File: src/rtl/irq_pending_latch.sv
//============================================================================
// Module      : irq_pending_latch
// Description : Four-line interrupt pending latch. A rising edge on a request
//               line latches that line; an acknowledge strobe clears the
//               addressed line. Each line also has a sticky overrun flag that
//               records a new edge arriving while the line is still latched.
//               The mask hides lines from pending/irq without blocking the
//               latching itself.
// Revision    : 1.0 - initial release
//----------------------------------------------------------------------------
// Ports
//   clk      in   1  single clock, all state updates on rising edge
//   rst_n    in   1  asynchronous active-low reset
//   req      in   4  raw request lines (rising edge posts a request)
//   mask     in   4  1 hides a line from pending/irq (does not block latching)
//   ack      in   1  acknowledge strobe
//   ack_id   in   2  index of the line acknowledged when ack=1
//   pending  out  4  latched & ~mask, feeds the downstream priority encoder
//   irq      out  1  OR-reduction of pending
//   overrun  out  4  sticky per-line overrun flags
//----------------------------------------------------------------------------
// Configuration macro
//   IRQ_PENDING_SYNC_EN : when defined, req passes through a 2-flop
//                         synchronizer per line before edge detection
//                         (request-to-latched latency becomes 3 edges).
//                         When undefined, req feeds edge detection directly
//                         (1-edge latency).
//============================================================================
`default_nettype none

module irq_pending_latch (
  input  logic       clk,
  input  logic       rst_n,
  input  logic [3:0] req,
  input  logic [3:0] mask,
  input  logic       ack,
  input  logic [1:0] ack_id,
  output logic [3:0] pending,
  output logic       irq,
  output logic [3:0] overrun
);

  localparam int unsigned N_LINES = 4;

  logic [N_LINES-1:0] edge_in;    // request lines as seen by the edge detector
  logic [N_LINES-1:0] req_edge;   // one-cycle rising-edge pulses
  logic [N_LINES-1:0] ack_hit;    // one-hot decode of the acknowledge

  logic [N_LINES-1:0] req_q,     req_d;
  logic [N_LINES-1:0] latched_q, latched_d;
  logic [N_LINES-1:0] overrun_q, overrun_d;

`ifdef IRQ_PENDING_SYNC_EN
  logic [N_LINES-1:0] sync1_q, sync1_d;
  logic [N_LINES-1:0] sync2_q, sync2_d;

  always_comb begin
    sync1_d = req;
    sync2_d = sync1_q;
  end

  always_ff @(posedge clk or negedge rst_n) begin
    if (!rst_n) begin
      sync1_q <= '0;
      sync2_q <= '0;
    end else begin
      sync1_q <= sync1_d;
      sync2_q <= sync2_d;
    end
  end

  assign edge_in = sync2_q;
`else
  assign edge_in = req;
`endif

  always_comb begin
    ack_hit = '0;
    if (ack) begin
      ack_hit[ack_id] = 1'b1;
    end

    req_d    = edge_in;
    req_edge = edge_in & ~req_q;

    // Set has priority over clear: a fresh edge keeps the line latched even
    // when it is acknowledged in the same cycle.
    latched_d = req_edge | (latched_q & ~ack_hit);

    // Overrun only when an edge lands on an already-latched line that is not
    // being acknowledged right now; an ack otherwise clears the flag.
    overrun_d = (req_edge & latched_q & ~ack_hit) | (overrun_q & ~ack_hit);
  end

  always_ff @(posedge clk or negedge rst_n) begin
    if (!rst_n) begin
      // All-ones history so a line already high when reset releases is not
      // mistaken for a rising edge.
      req_q     <= '1;
      latched_q <= '0;
      overrun_q <= '0;
    end else begin
      req_q     <= req_d;
      latched_q <= latched_d;
      overrun_q <= overrun_d;
    end
  end

  // Purely combinational so mask changes are visible in the same cycle.
  assign pending = latched_q & ~mask;
  assign irq     = |pending;
  assign overrun = overrun_q;

endmodule

`default_nettype wire

File: config.mk
export PLATFORM = sky130hd
export DESIGN_NAME = irq_pending_latch
export DESIGN_NICKNAME = d
export VERILOG_FILES = /design/src/rtl/irq_pending_latch.sv
export SDC_FILE = /design/constraint.sdc
export NUM_CORES = 1
export LEC_CHECK = 0
export BUFFER_PORTS_ARGS = -buffer_cell sky130_fd_sc_hd__buf_2
export CAP_MARGIN = 20
export CORE_AREA = 3 3 40 42
export DETAILED_ROUTE_END_ITERATION = 10
export DIE_AREA = 0 0 43 45
export GPL_TIMING_DRIVEN = 0
export PLACE_DENSITY = 0.66
export SYNTH_ARGS = -nofsm -noshare
export SYNTH_HDL_FRONTEND = slang
export SYNTH_SLANG_ARGS = --single-unit
File: constraint.sdc
create_clock -name clk -period 3.6 [get_ports clk]
set_input_delay 0.54 -clock clk [delete_from_list [all_inputs] [get_ports clk]]
set_output_delay 0.54 -clock clk [all_outputs]
set_load 0.05 [all_outputs]
==> results.json <==
{
  "outcome": "finished clean",
  "fp-row-count": 13,
  "io_pins": 22,
  "period_share_pct": 57.23,
  "ys_seq_area_share_pct": 61.00,
  "yosys_warnings": 0,
  "post-place-ws_ns": 1.651,
  "ys_ff_latch": 12,
  "wl_per_cell_um": 12.88,
  "syn-num-nets": 52,
  "grt_pass1_wl_um": 1731,
  "syn_to_final_growth_pct": 29.25,
  "synth_cell_types": 14,
  "clk_pin_slew_worst_paths_ns": 0.07,
  "track_usage_pct": 12.94,
  "port_buffers": 21,
  "drive_gt1_share_pct": 49.21,
  "drc": 0,
  "hold_ws_ns": 0.1435,
  "core_um2": 1285,
  "ir_drop_v": 0.0002659,
  "final_common_cell": "buf_2",
  "layout_setup_ws_ns": 1.540,
  "grt-busiest-layer": "met2",
  "regToRegStartpoint": "req_q[1]",
  "rr_endpoint": "overrun[1]",
  "p_leak_nw": 0.3399,
  "gr-total-overflow": 0,
  "place_congestion": 0.6870,
  "viasPerCell": 5.026,
  "fin_crit_ns": 2.060,
  "clk-insertion-delay-late_ns": 0.26,
  "cp_slowest_stage_delay_ns": 0.51,
  "skew_ns": 0.0001538,
  "cts_buffers": 3,
  "grt_pass1_vias": 402,
  "clock-root-buffer": "clkbuf_4",
  "cts_setup_buffers": 0,
  "via_count": 392,
  "critPathRequiredTime_ns": 3.06,
  "grt_max_degree": 13,
  "fmax_mhz": 485.3,
  "min_path_type": "in -> async",
  "rrSetupSlack_ns": 2.64,
  "grtUsageMet2_pct": 20.36,
  "drtIter0Drc": 4,
  "cts_tree": "built",
  "die-area_um2": 1935,
  "die_h_um": 45,
  "cap_viol_max_count": 0,
  "hpwl_um": 805.1,
  "p_total_mw": 0.3379,
  "critPathArrivalTime_ns": 1.52,
  "slew_headroom_pct": 81.37,
  "worst_path_max_delay_cell": "or4_4",
  "worstSetupStartpointType": "flip-flop",
  "maxSlewViolCount": 0,
  "crit_chain": "nor2b_4 -> or4_4 -> buf_2",
  "ant_nets": 0,
  "layout_common_cells": "21 x buf_2, 8 x dfrtp_1, 6 x inv_1",
  "fp.dieW_um": 43,
  "cts_sinks": 12,
  "synth_area_per_cell_um2": 12.83,
  "cts_resized": 0,
  "antenna_found_initial": 0,
  "max_slew.worst_pin.slew_ns": 0.2789,
  "powerDensity_nw_per_um2": 522.4,
  "final_util_pct": 50.34,
  "final_nets": 78,
  "hold_viol": 0,
  "wirelength_um": 1005,
  "synth_cells": 39,
  "report.final.setup_viol": 0,
  "setup_tns_ns": 0,
  "antenna_cells": 0,
  "cts_max_path_buffers": 2,
  "endpoint_kind": "output pin",
  "grtUsageMet3_pct": 3.984,
  "start_util_pct": 38.95,
  "use_met1_pct": 14.39,
  "drtPass1Iterations": 3,
  "htree_num_levels": 1,
  "critPathKind": "reg -> out",
  "critPathMaxFanout": 3,
  "synth_area_um2": 500.5,
  "r2r_cells": 2,
  "grt_setup_unrepaired": "no",
  "hold_buffers": 0
}
[metrics by stage]
| step | cells | cell area, um^2 |
|---|---|---|
| 6_report | 78 | 646.9 |
| 3_3_place_gp | 75 | 624.3 |
| 4_1_cts | 78 | 646.9 |
| 3_5_place_dp | 75 | 624.3 |
| 2_1_floorplan | 39 | 500.5 |
| 5_1_grt | 78 | 646.9 |
[critical path, delay by kind of cell (launching register included)]
kind	cells	cell delay [ns]
buffers and inverters	1	0.22
flip-flops	1	0.40
AND/OR/NAND/NOR	2	0.64
[final cells by class]
class,count,area [um^2]
clock buffers,3,22.52
fillers,117,638.1
inverters,6,22.52
multi-input cells,21,172.7
flip-flops and latches,12,305.3
well taps,15,18.77
repair buffers,21,105.1
[Yosys cell counts]
| library cell | number | share of area (%) |
|---|---|---|
| nand3b_1 | 3 | 4.5 |
| nor3b_1 | 1 | 1.5 |
| o22ai_1 | 1 | 1.3 |
| dfstp_2 | 4 | 21 |
| nand3_1 | 1 | 1.0 |
| dfrtp_1 | 8 | 40 |
| nor2b_1 | 2 | 2.5 |
| nor2b_4 | 2 | 5.5 |
| a22o_1 | 3 | 5.3 |
| o21a_1 | 3 | 4.5 |
| or4_4 | 1 | 2.2 |
| and3b_1 | 3 | 5.3 |
| inv_1 | 6 | 4.5 |
| a21oi_1 | 1 | 1.0 |
[where the power goes]
part / leakage [nW] / total (mW) / internal (mW) / switching (mW)
logic: 0.197 / 0.0996 / 0.0310 / 0.0686
clock network: 0.0138 / 0.0782 / 0.0386 / 0.0396
registers: 0.130 / 0.160 / 0.152 / 0.00817
total: 0.340 / 0.338 / 0.222 / 0.116
[routing by layer]
metal | up-vias | part of all wire, % | routed length [um]
met5 | - | 0 | 0
met2 | 14 | 50 | 503
li1 | 184 | - | -
met4 | 0 | 1.0 | 10
met1 | 192 | 40 | 407
met3 | 2 | 8.3 | 83
[state kept, by name (all words and copies together), names as in the netlist]
name	cells
overrun	4
req_q	4
latched_q	4
[cells by family after synthesis]
group                  Yosys count  share of synthesized area, %
AND/OR/NAND/NOR                 13                         22.50
flip-flops                      12                         61.00
AO/OA/AOI/OAI                    8                         12.00
buffers and inverters            6                         4.500
[worst max path at each step]
| stage | from | end | cells after the start |
|---|---|---|---|
| floorplan | mask[0] | irq | 2 |
| global placement | mask[2] | irq | 4 |
| detailed placement | mask[2] | irq | 4 |
| CTS | latched_q[2] | irq | 3 |
| global route | latched_q[2] | irq | 3 |
| finish | latched_q[2] | irq | 3 |
Note: power is estimated with default switching activity, not from simulation.
